`config.mk`:
```
export PLATFORM = sky130hd
export DESIGN_NAME = alu_bool_issue
export DESIGN_NICKNAME = d
export VERILOG_FILES = /design/src/rtl/alu_bool_issue_pkg.sv /design/src/rtl/alu_bool_issue_decode.sv /design/src/rtl/alu_bool_issue.sv
export SDC_FILE = /design/constraint.sdc
export NUM_CORES = 1
export LEC_CHECK = 0
export ABC_AREA = 1
export CORE_ASPECT_RATIO = 1.5
export CORE_UTILIZATION = 53
export DETAILED_ROUTE_END_ITERATION = 12
export MAX_ROUTING_LAYER = met4
export PLACE_DENSITY_LB_ADDON = 0.05
export SLEW_MARGIN = 20
export SYNTH_ARGS = -nofsm -noshare
export SYNTH_HDL_FRONTEND = slang
export SYNTH_SLANG_ARGS = --single-unit
```
`constraint.sdc`:
```
create_clock -name clk -period 2.4 [get_ports clk]
set_input_delay 0.36 -clock clk [delete_from_list [all_inputs] [get_ports clk]]
set_output_delay 0.36 -clock clk [all_outputs]
set_load 0.005 [all_outputs]
```
`src/rtl/alu_bool_issue_pkg.sv`:
```
// Shared opcode, ALUOp and buffer-state definitions for the boolean issue stage.
package alu_bool_issue_pkg;

    localparam logic [5:0] OP_AND   = 6'h28;
    localparam logic [5:0] OP_OR    = 6'h29;
    localparam logic [5:0] OP_XOR   = 6'h2A;
    localparam logic [5:0] OP_XNOR  = 6'h2B;
    localparam logic [5:0] OP_ANDC  = 6'h38;
    localparam logic [5:0] OP_ORC   = 6'h39;
    localparam logic [5:0] OP_XORC  = 6'h3A;
    localparam logic [5:0] OP_XNORC = 6'h3B;
    localparam logic [5:0] OP_PASSA = 6'h1F;

    localparam logic [3:0] ALU_AND  = 4'b1000;
    localparam logic [3:0] ALU_OR   = 4'b1110;
    localparam logic [3:0] ALU_XOR  = 4'b0110;
    localparam logic [3:0] ALU_XNOR = 4'b1001;
    localparam logic [3:0] ALU_A    = 4'b1010;
    localparam logic [3:0] ALU_NONE = 4'b0000;

    typedef enum logic [1:0] {
        ST_EMPTY,
        ST_ONE,
        ST_TWO
    } state_e;

    typedef struct packed {
        logic [3:0]  aluop;
        logic        illegal;
        logic [31:0] a;
        logic [31:0] b;
    } slot_t;

endpackage

```
`src/rtl/alu_bool_issue_decode.sv`:
```
// Combinational Beta opcode decode for the boolean unit.
module alu_bool_decode
    import alu_bool_issue_pkg::*;
(
    input  logic [5:0] opcode_i,
    output logic [3:0] aluop_o,
    output logic       illegal_o,
    output logic       use_lit_o,
    output logic       zero_b_o
);

    always_comb begin
        aluop_o   = ALU_NONE;
        illegal_o = 1'b0;
        use_lit_o = 1'b0;
        zero_b_o  = 1'b0;
        unique case (opcode_i)
            OP_AND:   aluop_o = ALU_AND;
            OP_OR:    aluop_o = ALU_OR;
            OP_XOR:   aluop_o = ALU_XOR;
            OP_XNOR:  aluop_o = ALU_XNOR;
            OP_ANDC: begin
                aluop_o   = ALU_AND;
                use_lit_o = 1'b1;
            end
            OP_ORC: begin
                aluop_o   = ALU_OR;
                use_lit_o = 1'b1;
            end
            OP_XORC: begin
                aluop_o   = ALU_XOR;
                use_lit_o = 1'b1;
            end
            OP_XNORC: begin
                aluop_o   = ALU_XNOR;
                use_lit_o = 1'b1;
            end
            OP_PASSA: begin
                aluop_o  = ALU_A;
                zero_b_o = 1'b1;
            end
            default:  illegal_o = 1'b1;
        endcase
    end

endmodule

```
`src/rtl/alu_bool_issue.sv`:
```
// Boolean-op issue stage: decode, operand select, and a two-entry skid buffer.
module alu_bool_issue
    import alu_bool_issue_pkg::*;
#(
    parameter int LIT_W = 16,
    parameter int CNT_W = 16
) (
    input  logic             clk,
    input  logic             rst_n,
    input  logic             in_valid,
    output logic             in_ready,
    input  logic [5:0]       in_opcode,
    input  logic [31:0]      in_ra_data,
    input  logic [31:0]      in_rb_data,
    input  logic [LIT_W-1:0] in_lit,
    output logic             out_valid,
    input  logic             out_ready,
    output logic [3:0]       out_aluop,
    output logic [31:0]      out_a,
    output logic [31:0]      out_b,
    output logic             out_illegal,
    output logic [CNT_W-1:0] op_count
);

    state_e           state_q, state_d;
    slot_t            main_q, main_d;
    slot_t            skid_q, skid_d;
    logic [CNT_W-1:0] cnt_q, cnt_d;

    logic [3:0]  dec_aluop;
    logic        dec_illegal;
    logic        dec_use_lit;
    logic        dec_zero_b;
    logic [31:0] lit_ext;
    slot_t       new_slot;
    logic        in_xfer;
    logic        out_xfer;

    alu_bool_decode u_decode (
        .opcode_i  (in_opcode),
        .aluop_o   (dec_aluop),
        .illegal_o (dec_illegal),
        .use_lit_o (dec_use_lit),
        .zero_b_o  (dec_zero_b)
    );

    assign lit_ext = 32'($signed(in_lit));

    always_comb begin
        new_slot.aluop   = dec_aluop;
        new_slot.illegal = dec_illegal;
        new_slot.a       = in_ra_data;
        new_slot.b       = in_rb_data;
        if (dec_zero_b) begin
            new_slot.b = 32'd0;
        end else if (dec_use_lit) begin
            new_slot.b = lit_ext;
        end
    end

    // Ready is a pure function of state so it never chains through out_ready.
    assign in_ready  = (state_q != ST_TWO);
    assign out_valid = (state_q != ST_EMPTY);
    assign in_xfer   = in_valid & in_ready;
    assign out_xfer  = out_valid & out_ready;

    always_comb begin
        state_d = state_q;
        main_d  = main_q;
        skid_d  = skid_q;
        cnt_d   = out_xfer ? cnt_q + CNT_W'(1) : cnt_q;
        unique case (state_q)
            ST_EMPTY: begin
                if (in_xfer) begin
                    main_d  = new_slot;
                    state_d = ST_ONE;
                end
            end
            ST_ONE: begin
                if (in_xfer && out_xfer) begin
                    main_d = new_slot;
                end else if (in_xfer) begin
                    skid_d  = new_slot;
                    state_d = ST_TWO;
                end else if (out_xfer) begin
                    state_d = ST_EMPTY;
                end
            end
            ST_TWO: begin
                if (out_xfer) begin
                    main_d  = skid_q;
                    state_d = ST_ONE;
                end
            end
            default: state_d = ST_EMPTY;
        endcase
    end

    always_ff @(posedge clk) begin
        if (!rst_n) begin
            state_q <= ST_EMPTY;
            main_q  <= '0;
            skid_q  <= '0;
            cnt_q   <= '0;
        end else begin
            state_q <= state_d;
            main_q  <= main_d;
            skid_q  <= skid_d;
            cnt_q   <= cnt_d;
        end
    end

    assign out_aluop   = main_q.aluop;
    assign out_illegal = main_q.illegal;
    assign out_a       = main_q.a;
    assign out_b       = main_q.b;
    assign op_count    = cnt_q;

endmodule

```
==> results.toml <==
[run_status]
status = "completed"

[critical_path]
critPathMaxFanout = 5
cp-end-kind = "output port"
cp.arrival_ns = 1.72
r2r_cells = 7
reg2reg_setup_slack_ns = 0.56
rr_endpoint = "out_a[7]$_SDFFE_PN0P_"
critPathLaunchType = "flop"
cp_data_required_time_ns = 2.04
worst-setup-path-type = "flop to output port"
r2r-start = "state_q[0]$_SDFFE_PN0P_"

[die]
die_h_um = 140.3
rows = 50
die_area_sq_um = 13220
start_util = 0.5432
die_w_um = 94.23
coreArea_sq_um = 12450
ios = 177

[synth]
synthCells = 962
yosysMostFrequentCell = "nand2_1"
synth_async_sr_flop_share = 0
synth_common_cells = "nand2_1, dfxtp_1, o21ai_0"
yosysWarnings = 0
synth.largest_area_cell = "dfxtp_1"
seq_area_frac_synth = 0.4618
syn-num-nets = 1053
ys.flop_type = "dfxtp_1"
synth_area_sq_um = 6763
synth_top_area_frac = 0.4618
avgSynthCellArea_sq_um = 7.030
ys_ff_latch = 156
synth_area_leaders = "dfxtp_1, o21ai_0, nand2_1"
ys_types = 27
synth_edf_count = 0

[job]
maxCapViolCount = 0

[placed_design]
place_ws_ns = 0.3252
routabilityCongestion = 0.8453
dp_cells = 1242
io_buffers = 176
dpl.hpwl_mm = 11.44
placed_area_sq_um = 8602

[timing]
maxSlewViolCount = 0
fin_ws_ns = 0.3164
worst_slew_pin_slew_ns = 0.7066
fin_crit_sh = 0.8682
rsz0062_at_grt = "false"
fin_setup_tns_ns = 0
relSlewSlack = 0.5290
hold_viol = 0
fin_crit_ns = 2.084
setup_viol = 0
fin_skew_ns = 0.009277
fmax_ghz = 0.4799

[power_and_ir_drop]
total_power_w = 0.006843
vdd_drop_max_mv = 0.5159
p_leak_nw = 3.945
power_density_nw_per_um2 = 738.1

[finish]
diodes = 0
area_growth_pct = 37.08
fin_area_sq_um = 9270
stdcell_count = 1273
nNetsFinal = 1196
drive_gt1_frac = 0.05640

[clock_tree]
cts_tree = "built"
post_cts_buffers = 0
cts.sinks = 156
cts.clk_slew.worst_paths_ns = 0.06
cts_hold_buf = 0
h-tree-depth = 4
clk_latency_ns = 0.42
cts_resized = 0
clock-root-buffer = "clkbuf_16"
clockBufferDepth = 2
cts_made_buffers = 17

[min_path]
hp-start = "rst_n"
hold_path_depth = 3
worstHoldEndpoint = "out_a[3]$_SDFFE_PN0P_"
hold_path_class = "input pin to flop"

[grt]
grt_pass1_wl_mm = 29.12
grt_max_degree = 70
antenna_found_initial = 0
grt_usage = 0.2820
grt-ovfl-total = 0
grt_pass1_vias = 6165

[route]
via_count = 6816
ant_nets = 0
wirelength_mm = 17.74
via_per_inst = 5.354
drcViolationCount = 0
first_pass_iters = 5
wl_per_cell_um = 13.94
drtIter0Drc = 300
[critical path: stages (launching register included)]
cell and delay, ns:
dfxtp_1 0.37, nor2_1 0.42, inv_1 0.08, clkdlybuf4s50_1 0.45
[worst max path at each step]
stage,start,to,slack [ns],depth (start not counted)
floorplan,state_q[0]$_SDFFE_PN0P_,out_a[28]$_SDFFE_PN0P_,0.98,9
global placement,in_valid,out_b[17]$_SDFFE_PN0P_,0.36,8
detailed placement,in_valid,out_b[18]$_SDFFE_PN0P_,0.33,8
CTS,state_q[1]$_SDFFE_PN0P_,out_valid,0.29,3
global route,state_q[1]$_SDFFE_PN0P_,out_valid,0.26,3
finish,state_q[1]$_SDFFE_PN0P_,out_valid,0.32,3
[layer usage]
metal,track usage,part of all wire
met1,0.3354,0.42
met2,0.4588,0.50
met3,0.05483,0.055
met4,0.1190,0.025
met5,-,0
[state kept, by name, summed over array words and instances, names as in the netlist]
name         cells
state_q          2
out_a           32
out_illegal      1
out_aluop        4
skid_q          69
out_b           32
op_count        16
[through the flow]
| stage | util | hold WS (ns) |
|---|---|---|
| 4_1_cts | 0.7446 | 0.4154 |
| 2_1_floorplan | - | 0.4245 |
| 6_report | 0.7446 | 0.4209 |
| 5_1_grt | 0.7446 | 0.4400 |
| 3_5_place_dp | 0.6910 | 0.4397 |
| 3_3_place_gp | 0.6910 | 0.4315 |
[report_power, final]
group	switching (W)	internal (W)	leakage (nW)
registers	0.0000855	0.00276	1.28
logic	0.000446	0.000501	2.35
clock network	0.00110	0.00196	0.317
[layout by cell type, fill, tap and decap left out, types with 2 or more instances in the layout]
cell and n:
a21oi_1 144, buf_12 4, buf_4 17, bufinv_16 6
clkbuf_16 17, clkdlybuf4s50_1 175, clkinv_1 2, clkinv_4 3
clkinvlp_4 2, dfxtp_1 156, inv_1 56, inv_2 2
inv_6 2, nand2_1 192, nand2_2 3, nand3_1 47
nand4_1 3, nor2_1 94, nor2_2 2, nor3_1 3
o211a_1 5, o21a_1 2, o21ai_0 147, o21ai_1 24
[final cells by class]
class	instances	area, sq um
Clock buffer	18	429.2
Timing Repair Buffer	196	1959
Multi-Input combinational cell	674	3099
Clock inverter	13	239.0
Tap cell	156	195.2
Fill cell	1011	3179
Sequential cell	156	3123
Inverter	60	225.2
[cell families (layout without fill, tap and decap cells)]
kind of cell    after synthesis  count (layout)  share of synthesized area
simple gates                348             348                     0.2067
fa+ha+maj                     1               1                   0.001850
buf+inv                     132             287                    0.08326
xor+xnor                      1               1                   0.001295
compound gates              324             324                     0.2451
flops                       156             156                     0.4618
No activity file was read; power rests on OpenSTA's default activity.
